===== src/rtl/alu_exec_unit.sv =====
// alu_exec_unit: ALU execute stage, single-cycle logic ops plus optional
// iterative mul/div (enable with `define MULDIV_EN), valid/ready on both sides.
//   clk, reset (async, active-low)
//   in_valid/in_ready, a, b, opcode, save : operand side
//   out_valid/out_ready, alu_out, carry_out : result side
//   data_out : save register, busy : mul/div iterating
`default_nettype none

module alu_exec_unit #(
  parameter int WIDTH = 8
) (
  input  logic             clk,
  input  logic             reset,
  input  logic             in_valid,
  output logic             in_ready,
  input  logic [WIDTH-1:0] a,
  input  logic [WIDTH-1:0] b,
  input  logic [2:0]       opcode,
  input  logic             save,
  output logic             out_valid,
  input  logic             out_ready,
  output logic [WIDTH-1:0] alu_out,
  output logic             carry_out,
  output logic [WIDTH-1:0] data_out,
  output logic             busy
);

  typedef enum logic [1:0] {
    IDLE = 2'd0,
    EXEC = 2'd1,
    DONE = 2'd2
  } state_e;

  state_e           state_q;
  logic             out_valid_q;
  logic [WIDTH-1:0] alu_q;
  logic             carry_q;
  logic [WIDTH-1:0] data_q;

  logic             accept;
  logic [WIDTH-1:0] res_s;
  logic             cy_s;
  logic [WIDTH:0]   sum_w;
  logic [WIDTH:0]   dif_w;

  assign in_ready  = (state_q == IDLE) |
                     ((state_q == DONE) & out_ready);
  assign accept    = in_valid & in_ready;
  assign out_valid = out_valid_q;
  assign alu_out   = alu_q;
  assign carry_out = carry_q;
  assign data_out  = data_q;
  assign busy      = (state_q == EXEC);

  // Single-cycle result, computed from the live inputs at accept.
  always_comb begin
    sum_w = {1'b0, a} + {1'b0, b};
    dif_w = {1'b0, a} - {1'b0, b};
    res_s = '0;
    cy_s  = 1'b0;
    unique case (opcode)
      3'b000: begin
        res_s = sum_w[WIDTH-1:0];
        cy_s  = sum_w[WIDTH];
      end
      3'b001: begin
        res_s = dif_w[WIDTH-1:0];
        cy_s  = dif_w[WIDTH];
      end
      3'b010: res_s = a & b;
      3'b011: res_s = a | b;
      3'b100: res_s = a ^ b;
      3'b111: begin
        res_s[0] = (a == b);
        res_s[1] = (a > b);
        res_s[2] = (a < b);
      end
      default: begin
`ifdef MULDIV_EN
        cy_s = 1'b0;
`else
        // mul/div not built: flag as unsupported
        cy_s = 1'b1;
`endif
      end
    endcase
  end

`ifdef MULDIV_EN
  localparam int CW = $clog2(WIDTH);

  logic                 is_md;
  logic                 div_q;
  logic                 save_q;
  logic [WIDTH-1:0]     opa_q;
  logic [2*WIDTH-1:0]   acc_q;
  logic [CW-1:0]        cnt_q;

  logic [WIDTH:0]       msum;
  logic [WIDTH:0]       dsh;
  logic [WIDTH-1:0]     ddif;
  logic [2*WIDTH-1:0]   acc_n;
  logic [WIDTH-1:0]     md_res;
  logic                 md_cy;

  assign is_md = (opcode == 3'b101) | (opcode == 3'b110);

  // acc_q holds {hi, lo}. mul: hi = partial product, lo = multiplier
  // shifting out. div: hi = remainder, lo = dividend shifting into
  // quotient. opa_q is the multiplicand or the divisor.
  always_comb begin
    msum = {1'b0, acc_q[2*WIDTH-1:WIDTH]} +
           (acc_q[0] ? {1'b0, opa_q} : '0);
    dsh  = {acc_q[2*WIDTH-1:WIDTH], acc_q[WIDTH-1]};
    ddif = dsh[WIDTH-1:0] - opa_q;
    if (div_q) begin
      if (dsh >= {1'b0, opa_q}) begin
        acc_n = {ddif, acc_q[WIDTH-2:0], 1'b1};
      end else begin
        acc_n = {dsh[WIDTH-1:0], acc_q[WIDTH-2:0], 1'b0};
      end
    end else begin
      acc_n = {msum, acc_q[WIDTH-1:1]};
    end
    md_res = acc_n[WIDTH-1:0];
    // divide by zero naturally yields an all-ones quotient
    md_cy  = div_q ? (opa_q == '0)
                   : (|acc_n[2*WIDTH-1:WIDTH]);
  end
`endif

  always_ff @(posedge clk or negedge reset) begin
    if (!reset) begin
      state_q     <= IDLE;
      out_valid_q <= 1'b0;
      alu_q       <= '0;
      carry_q     <= 1'b0;
      data_q      <= '0;
`ifdef MULDIV_EN
      div_q       <= 1'b0;
      save_q      <= 1'b0;
      opa_q       <= '0;
      acc_q       <= '0;
      cnt_q       <= '0;
`endif
    end else if (accept) begin
`ifdef MULDIV_EN
      if (is_md) begin
        state_q     <= EXEC;
        out_valid_q <= 1'b0;
        cnt_q       <= '0;
        div_q       <= opcode[1];
        save_q      <= save;
        opa_q       <= opcode[1] ? b : a;
        acc_q       <= {{WIDTH{1'b0}},
                        (opcode[1] ? a : b)};
      end else
`endif
      begin
        state_q     <= DONE;
        out_valid_q <= 1'b1;
        alu_q       <= res_s;
        carry_q     <= cy_s;
        if (save) data_q <= res_s;
      end
    end else begin
      unique case (state_q)
`ifdef MULDIV_EN
        EXEC: begin
          acc_q <= acc_n;
          cnt_q <= cnt_q + CW'(1);
          if (cnt_q == CW'(WIDTH - 1)) begin
            state_q     <= DONE;
            out_valid_q <= 1'b1;
            alu_q       <= md_res;
            carry_q     <= md_cy;
            cnt_q       <= '0;
            if (save_q) data_q <= md_res;
          end
        end
`endif
        DONE: begin
          if (out_ready) begin
            state_q     <= IDLE;
            out_valid_q <= 1'b0;
          end
        end
        default: begin
          state_q <= state_q;
        end
      endcase
    end
  end

endmodule

`default_nettype wire


===== config.mk =====
export PLATFORM = sky130hd
export DESIGN_NAME = alu_exec_unit
export DESIGN_NICKNAME = d
export VERILOG_FILES = /design/src/rtl/alu_exec_unit.sv
export SDC_FILE = /design/constraint.sdc
export NUM_CORES = 1
export LEC_CHECK = 0
export BUFFER_PORTS_ARGS = -buffer_cell sky130_fd_sc_hd__buf_2
export CAP_MARGIN = 20
export CORE_MARGIN = 2
export CORE_UTILIZATION = 30
export CTS_CLUSTER_DIAMETER = 100
export DETAILED_ROUTE_END_ITERATION = 8
export GPL_TIMING_DRIVEN = 0
export PLACE_DENSITY = 0.58
export REMOVE_ABC_BUFFERS = 1
export SETUP_SLACK_MARGIN = 0.1
export SLEW_MARGIN = 20
export SYNTH_ARGS = -nofsm -noshare
export SYNTH_HDL_FRONTEND = slang
export SYNTH_SLANG_ARGS = --single-unit

===== constraint.sdc =====
create_clock -name clk -period 3.4 [get_ports clk]
set_clock_uncertainty 0.15 [all_clocks]
set_input_delay 0 -clock clk [delete_from_list [all_inputs] [get_ports clk]]
set_output_delay 0 -clock clk [all_outputs]
set_load 0.03 [all_outputs]

Word-level counts from Yosys, hierarchy flattened
Index checks and enable logic that the tools add are counted.
{ "totals": {"latchBits": 0, "output_inout_bits": 20, "ff_bits": 20, "memories": 0, "input_bits": 24, "mem_bits_rw": 0, "elab_cells": 39, "rom_bits": 0} }
{ "op_classes": {"n_addsub": 2, "n_eq_ne": 8, "shift": 0, "mul": 0, "n_lt_le_gt_ge": 2, "muxes": 9, "reduce_logical": 7, "n_div": 0, "bitwise": 6} }
{ "ops": {"columns": ["op", "count"], "rows": [
  ["$pmux 5 s5", 1],
  ["$pmux 3 s6", 1],
  ["$add 8x8->9", 1],
  ["$sub 8x8->9", 1],
  ["$and 8x8->8", 1],
  ["$eq 8x8->1", 1],
  ["$gt 8x8->1", 1],
  ["$lt 8x8->1", 1],
  ["$or 8x8->8", 1],
  ["$xor 8x8->8", 1],
  ["$eq 3x2->1 const B", 2],
  ["$eq 3x3->1 const B", 2],
  ["$mux 2", 3],
  ["$reduce_and 2->1", 2],
  ["$reduce_bool 2->1", 2],
  ["$reduce_or 4->1", 1],
  ["$eq 3x1->1 const B", 1],
  ["$logic_not 3->1", 1],
  ["$mux 1", 3],
  ["$pmux 1 s3", 1],
  ["$and 1x1->1", 2],
  ["$eq 2x1->1 const B", 1],
  ["$eq 2x2->1 const B", 1],
  ["$logic_not 2->1", 1],
  ["$or 1x1->1", 1]
]} }

Depth between registers and ports, before layout
Gate-level depths: netlist (run 1).
{ "depth": {"depth_word": 6, "mapped_depth": 10, "mapped_depth_nobuf": 10} }

Least setup slack after synthesis (run 1)
Ideal clock, no wire load.
{ "synth_path": {"path_type": "input to register", "from": "in a[0]", "to": "reg data_q[4], in the netlist data_out[4]", "path_stages": 8, "arrival_ps": 1667, "required_ps": 3125, "slack_ps": 1458, "setup_ps": 125, "path_buffers": 0, "cell_sequence": "ha_1 fa_1 a21o_1 a21oi_1 mux2i_1 a211oi_1 o31ai_1 mux2_2"} }
{ "synth_between": {"elab_chain_len": 2, "word_cells_on_any_way": 3, "classes_between": "2 x add/sub; 1 x mux"} }
{ "synth_lines": {"columns": ["item", "line", "rtl"], "rows": [
  ["start, declared", "16", "input logic [WIDTH-1:0] a,"],
  ["$sub 8x8->9 or $add 8x8->9 (tied branches)", "58, 57", null],
  ["$pmux 5 s5 *", "61", "unique case (opcode)"],
  ["end signal, assigned", "164", "if (save) data_q <= res_s;"],
  ["end, declared", "38", "logic [WIDTH-1:0] data_q;"]
]} }
Mark *: on every way between the ends. The rest lies on a longest branch, timed or not.
A chain may end at the register's enable or synchronous reset.

Worst setup path in the final report (run 1)
{ "layout_path": {"from": "in a[0]", "to": "reg alu_q[4], in the netlist alu_out[4]"} }
{ "layout_between": {"elab_chain_len": 2, "word_cells_on_any_way": 3, "classes_between": "2 x add/sub; 1 x mux"} }
{ "layout_lines": {"columns": ["item", "line", "rtl"], "rows": [
  ["$sub 8x8->9 or $add 8x8->9 (tied branches)", "58, 57", null],
  ["$pmux 5 s5 *", "61", null],
  ["end signal, assigned", "162", "alu_q <= res_s;"],
  ["end, declared", "36", "logic [WIDTH-1:0] alu_q;"]
]} }
Marked as above.

==> impl_results.md, run 1 <==
- Status: completed
- Die footprint: a little over 7000 sq um
- Post-Synthesis Cell Area: about 1900 sq um
- Via-to-Cell Ratio: a little over 5
- I/O Buffers: between 40 and 50
- Area of the core: approximately 6300 sq um
- CP Capture Type: flip-flop
- Routability cong.: 0.816
- Final Setup Violations: 0
- R2R Setup Slk: ~1.7 ns
- Clk Latency, worst-skew pair: 0.25 ns
- Layout cell share with drive strength beyond 1: 0.213
- First-pass GRT wire length: 7960 microns
- Ys async rst share: 1.00
- Starting DRT DRC Count: a little over 80
- Pin count of the biggest net entering global routing: 31
- Prevailing post-synth register cell: dfrtp_1
- Remaining Overflow, GRT: 0
- Critical path class: primary input to flip-flop
- CTS tree: done
- Syn Inst Count: ~240
- Worst flop-to-flop path startpoint: out_valid$_DFFE_PN0P_
- Post-synthesis mux area share: 0.0795
- Ports: between 40 and 50
- Height of the die: 84.0 microns
- # fillers: 677
- CTS sink count: 18
- Post-synth EDFFs: 0
- Cts repair resizes: 0
- Post-synthesis simple-gate area fraction: 0.175
- Initial antenna violation count: 0
- Max cap viols: 0
- H-Tree Depth: 1
- Sw Share: 0.413
- DR pass1 iterations: 4
- Hold Crit Class: primary input to async pin
- Vias in the first global route: approximately 1700
- Post-synthesis sequential area ratio: 0.235
- Post-Synth XOR/XNOR Area: 0.00456
- FF+latch count, synth: 18
- Total GRT Usage: 0.136
- RSZ-0062 raised after global routing: false
- Worst-margin pin slew: 0.540 ns
- P_sw: approximately 0.33 mW
- Starting Density: 0.306
- Antenna fix cells: 0
- Final Cell Area: 2240 sq um
- Slew Limit Headroom: 0.636
- CP Max Fanout: 4
- Post-Synth Adder-Cell Area: 0.177
- Tmin final: approximately 2.1 ns
- Hold_ws: about 0.053 ns
- Routed Antenna Nets: 0
- Final TNS setup: 0 ns
- Post-DP HPWL: between 3000 and 4000 microns
- Largest family of logic cells by synthesized area: compound AO/OA/AOI/OAI gates
- Nets: 324
- Pwr Density: between 300 and 400 nW/um^2
- Max Buffers Root-to-Sink: 2
- Row cnt: 29
- Max VDD drop: 225 uV
- Clock Tree Root: clkbuf_8
- Final count of pins violating max slew: 0
- Max frequency: ~470 MHz
- Via count: 1771
- Yosys warning count: 0
- Internal power: between 0.4 and 0.5 mW
- Fin worst setup slack: roughly 1.3 ns
- CP startpoint: a[0]
- Die span in x: 84.0 microns
- Wire length per cell: between 10 and 15 microns
- Worst slack, placed: between 0.9 and 1 ns
- Worst-path clk slew: 0.06 ns
- Post-synthesis compound-gate area fraction: 0.246
- Placed inst area: roughly 2200 sq um
- Final Hold Fails: 0
- # DRC: 0
- Period utilization: 0.629
- Clock share of power: 0.183
- Req. time, crit path: approximately 3.4 ns
- Final WL: 4660 microns
- Combinational share of power: 0.472
- Crit path DAT: approximately 2.2 ns
- CTS Buf Count: 3
- Post-Syn Area per Cell: between 8 and 9 sq um
- Area grow syn2layout: 16.5%
- Leakage power: around 1.1 nW
- Flop pwr share: 0.345
- Distinct cells, synth: 47
- Worst setup SP type: primary input
logic make-up (layout without fill, tap and decap cells):
family | count (synthesis) | in the layout
flip-flops | 18 | 18
XOR/XNOR | 1 | 1
buffers and inverters | 39 | 72
other | 1 | 1
AO/OA/AOI/OAI | 69 | 69
AND/OR/NAND/NOR | 71 | 71
adder cells (fa/ha/maj) | 26 | 26
multiplexers | 14 | 14
state kept, by name, summed over array words and instances, names as in the netlist:
register,count
data_out,8
alu_out,8
out_valid,1
carry_out,1
through the flow:
step                power [mW]  cells  utilization
finish                   0.803    349        0.357
global route             0.857    349        0.357
CTS                      0.810    349        0.357
detailed placement       0.659    342        0.344
global placement         0.656    342        0.344
floorplan                0.536    223            -
path summary, 6_finish.rpt:
| check | to | cells past startpoint |
|---|---|---|
| worst min-delay path | alu_out[1]$_DFFE_PN0P_ | 2 |
| worst min register to register | data_out[0]$_DFFE_PN0P_ | 2 |
| worst max-delay path | alu_out[4]$_DFFE_PN0P_ | 9 |
| worst max register to register | data_out[2]$_DFFE_PN0P_ | 5 |
| max in group asynchronous | alu_out[0]$_DFFE_PN0P_ | 2 |
| min in group clk | carry_out$_DFFE_PN0P_ | 4 |
synth_stat cells (3+ instances only):
| cell | instances | area [sq um] |
|---|---|---|
| ha_1 | 24 | 300 |
| inv_1 | 22 | 82.6 |
| nand2_1 | 21 | 78.8 |
| nor2_1 | 21 | 78.8 |
| dfrtp_1 | 18 | 450 |
| o21ai_0 | 15 | 75.1 |
| a21oi_1 | 14 | 70.1 |
| mux2_2 | 10 | 113 |
| clkbuf_1 | 8 | 30.0 |
| nand2b_1 | 8 | 50.1 |
| nor2b_1 | 6 | 37.5 |
| a31oi_1 | 5 | 31.3 |
| a211oi_1 | 4 | 30.0 |
| a21o_1 | 4 | 30.0 |
| mux2i_1 | 4 | 40.0 |
| nor3_1 | 4 | 20.0 |
| o211ai_1 | 4 | 30.0 |
| buf_2 | 3 | 15.0 |
| nand3_1 | 3 | 15.0 |
| o21a_1 | 3 | 22.5 |
| or3_1 | 3 | 18.8 |
final cells by class:
class                   instances  area [sq um]  area share
multi-input cells             182          1310       0.587
flip-flops and latches         18           450       0.201
repair buffers                 46           250       0.112
well taps                      77          96.3      0.0430
inverters                      23          86.3      0.0386
clock buffers                   3          41.3      0.0184
worst max-delay path: stages:
cell	delay (ns)
buf_2	0.11
ha_1	0.24
fa_1	0.46
a21o_1	0.20
a21oi_1	0.24
mux2i_1	0.22
a211oi_1	0.09
o31ai_1	0.39
mux2_2	0.23
routing by layer:
layer,track usage,part of all wire,vias to the layer above
li1,-,-,901
met1,0.197,0.48,827
met2,0.217,0.47,39
met3,0.0208,0.036,4
met4,0.0235,0.0086,0
met5,0,0,-
placed cells by master (no fill, tap or decap), types with 2 or more instances in the layout:
| cell type | count |
|---|---|
| a21boi_0 | 2 |
| nand3_1 | 3 |
| mux2_2 | 10 |
| nand2_1 | 21 |
| o31ai_1 | 2 |
| fa_1 | 2 |
| o211a_1 | 2 |
| mux2i_1 | 4 |
| nor2_1 | 21 |
| o21ai_0 | 15 |
| nor4_1 | 2 |
| nand2b_1 | 8 |
| o211ai_1 | 4 |
| dfrtp_1 | 18 |
| or3_1 | 3 |
| o21a_1 | 3 |
| nor2b_1 | 6 |
| a211oi_1 | 4 |
| a21oi_1 | 14 |
| a32oi_1 | 2 |
| ha_1 | 24 |
| a21o_1 | 4 |
| a211o_1 | 2 |
| clkbuf_8 | 3 |
| dlygate4sd3_1 | 4 |
| a31oi_1 | 5 |
| nor3_1 | 4 |
| buf_2 | 42 |
| inv_1 | 22 |
timing repair:
item / 4_1_cts / 5_1_grt
endpoints found under the setup margin: 0 / 0
setup buffers: 0 / 0
hold buffers: 4 / 0
endpoints found under the hold margin: 22 / 0
power groups by stage:
stage               registers (mW)  logic (mW)  clock network [mW]
floorplan                    0.367       0.169                   0
global placement             0.282       0.374                   0
detailed placement           0.282       0.377                   0
CTS                          0.278       0.382               0.150
global route                 0.283       0.417               0.158
finish                       0.277       0.379               0.147
No activity file was read; power rests on OpenSTA's default activity.
==> run 2, diff against run 1 <==
==> constraint.sdc (replaced) <==
create_clock -name clk -period 2 [get_ports clk]
set_clock_uncertainty 0.15 [all_clocks]
set_input_delay 0 -clock clk [delete_from_list [all_inputs] [get_ports clk]]
set_output_delay 0 -clock clk [all_outputs]
set_load 0.03 [all_outputs]
==> impl_results.md, run 2 (synthesis gave the netlist of run 1 again) <==
- Status: completed
- Worst flop-to-flop path startpoint: out_valid$_DFFE_PN0P_
- Area of the core: 6280 sq um (unchanged)
- Row cnt: 29 (unchanged)
- R2R Setup Slk: 0.32 ns (-1.41 ns)
- CTS tree: done
- Routability cong.: 0.816 (unchanged)
- Antenna fix cells: 0 (unchanged)
- Max VDD drop: 383 uV (+70%)
- Max frequency: roughly 550 MHz
- Routed Antenna Nets: 0 (unchanged)
- Worst r2r path cells: 5 (unchanged)
- First-pass GRT wire length: 8060 microns (+1.2%)
- Placed inst area: 2160 sq um (unchanged)
- Clk Latency, worst-skew pair: 0.25 ns (about the same)
- Final count of pins violating max slew: 0 (unchanged)
- P_sw: 0.589 mW (+78%)
- Worst-path clk slew: 0.06 ns (about the same)
- Crit path DAT: 1.88 ns (-0.30 ns)
- Worst setup SP type: primary input
- Sequential cell area: 450 sq um (unchanged)
- Layout cell share with drive strength beyond 1: 0.285 (+0.0720)
- Max Buffers Root-to-Sink: 2 (unchanged)
- Clock Tree Root: clkbuf_8
- CTS Buf Count: 3 (unchanged)
- CP Max Fanout: 3 (-1)
- Initial antenna violation count: 0 (unchanged)
- Tmin final: approximately 1.8 ns
- Total GRT Usage: 0.138 (+0.00165)
- Final std cells w/o fill: 354 (+1.4%)
- Leakage power: 1.14 nW (+3.5%)
- Max cap viols: 0 (unchanged)
- I/O Buffers: 42 (unchanged)
- Multi-input logic area: 1420 sq um (+7.8%)
- Most common cell after layout, fill and taps aside: buf_2
- Req. time, crit path: 2.04 ns (-1.40 ns)
- Die span in x: 84.0 microns (unchanged)
- Sw Share: 0.414 (+0.00105)
- Fin worst setup slack: 0.170 ns (-1.09 ns)
- Final Cell Area: 2390 sq um (+6.9%)
- # DRC: 0 (unchanged)
- Placed cell count: 342 (unchanged)
- Pwr Density: 595 nW/um^2 (+66%)
- Area grow syn2layout: 24.6%
- Internal power: 0.835 mW (+77%)
- H-Tree Depth: 1 (unchanged)
- Pin count of the biggest net entering global routing: 31 (unchanged)
- Worst slack, placed: -0.416 ns (-1.40 ns)
- Commonest non-fill, non-tap cells in the layout: buf_2, inv_1, nand2_1
- Nets: 329 (+1.5%)
- Starting DRT DRC Count: 76 (-7.3%)
- Final Setup Violations: 0 (unchanged)
- Remaining Overflow, GRT: 0 (unchanged)
- DR pass1 iterations: 4 (unchanged)
- Final WL: 4920 microns (+5.4%)
- Period utilization: 0.915
- Via-to-Cell Ratio: 5.11 (+0.65%)
- Critical path class: primary input to flip-flop
- Wire length per cell: 13.9 microns (+3.9%)
- Flop pwr share: 0.331 (-0.014)
- Hold_ws: 0.0530 ns (-0.000129 ns)
- Clock share of power: 0.176 (-0.007)
- Hold Crit Class: primary input to async pin
- Via count: 1808 (+2.1%)
- Combinational share of power: 0.493 (+0.021)
- Die footprint: 7060 sq um (unchanged)
- CP Capture Type: flip-flop
- Height of the die: 84.0 microns (unchanged)
- CTS sink count: 18 (unchanged)
- Vias in the first global route: 1701 (+0.71%)
- Final Hold Fails: 0 (unchanged)
- Post-DP HPWL: 3640 microns (unchanged)
- Ports: 44 (unchanged)
- Starting Density: 0.306 (unchanged)
- Reg2Reg Capture Point: data_out[2]$_DFFE_PN0P_
- # fillers: 670 (-1.0%)
- RSZ-0062 raised after global routing: false
run 2: changes by cell type in the layout (fill, tap and decap cells not counted), moves of 3 or more:
| cell | before | now |
|---|---|---|
| buf_2 | 42 | 39 |
| buf_4 | 0 | 5 |
| ha_1 | 24 | 19 |
| ha_2 | 0 | 3 |
run 2: worst max-delay path by stage:
stage          startpoint                       to  slack [ns]  depth (start not counted)
2_1_floorplan        a[0]  data_out[4]$_DFFE_PN0P_        0.06                          8
3_3_place_gp         a[0]   alu_out[4]$_DFFE_PN0P_       -0.43                          9
3_5_place_dp         a[0]   alu_out[4]$_DFFE_PN0P_       -0.42                          9
4_1_cts              b[0]   alu_out[4]$_DFFE_PN0P_        0.10                          9
5_1_grt              b[0]   alu_out[4]$_DFFE_PN0P_        0.10                          9
6_report             b[0]   alu_out[4]$_DFFE_PN0P_        0.17                          9
run 2: critical path: stages:
cell and delay [ns]:
buf_6 0.10, ha_4 0.15, fa_2 0.37, a21o_1 0.21, a21oi_2 0.17, mux2i_1 0.24, a211oi_2 0.09, o31ai_2 0.32
mux2_4 0.21
run 2: cell type report:
type,instances,area share
multi-input cells,182,0.592
clock buffers,3,0.0173
repair buffers,51,0.127
inverters,23,0.0361
flip-flops and latches,18,0.188
well taps,77,0.0403
run 2: metrics by stage:
step                utilization  TNS, ns  power [mW]
floorplan                     -        0       0.911
finish                    0.381        0        1.42
global placement          0.344    -2.23        1.11
CTS                       0.362        0        1.39
global route              0.381        0        1.51
detailed placement        0.344    -2.39        1.12
run 2: power groups by stage:
stage | logic, mW | clock network (mW) | registers [mW]
floorplan | 0.288 | 0 | 0.623
global placement | 0.636 | 0 | 0.479
detailed placement | 0.641 | 0 | 0.480
CTS | 0.663 | 0.255 | 0.473
global route | 0.763 | 0.268 | 0.481
finish | 0.701 | 0.251 | 0.472
run 2: what timing repair did:
action / 4_1_cts / 5_1_grt
endpoints found under the setup margin: 5 / 16
hold buffers: 4 / 0
gates resized for setup: 9 / 19
cloned: 0 / 0
pin swaps: 2 / 9
endpoints found under the hold margin: 22 / 0
setup buffers: 0 / 5
run 2: metal layers:
layer	up-vias	track usage	routed length (microns)	part of all wire
li1	914	-	-	-
met1	853	0.198	2390	0.49
met2	37	0.221	2330	0.47
met3	4	0.0208	152	0.031
met4	0	0.0235	42	0.0085
met5	-	0	0	0
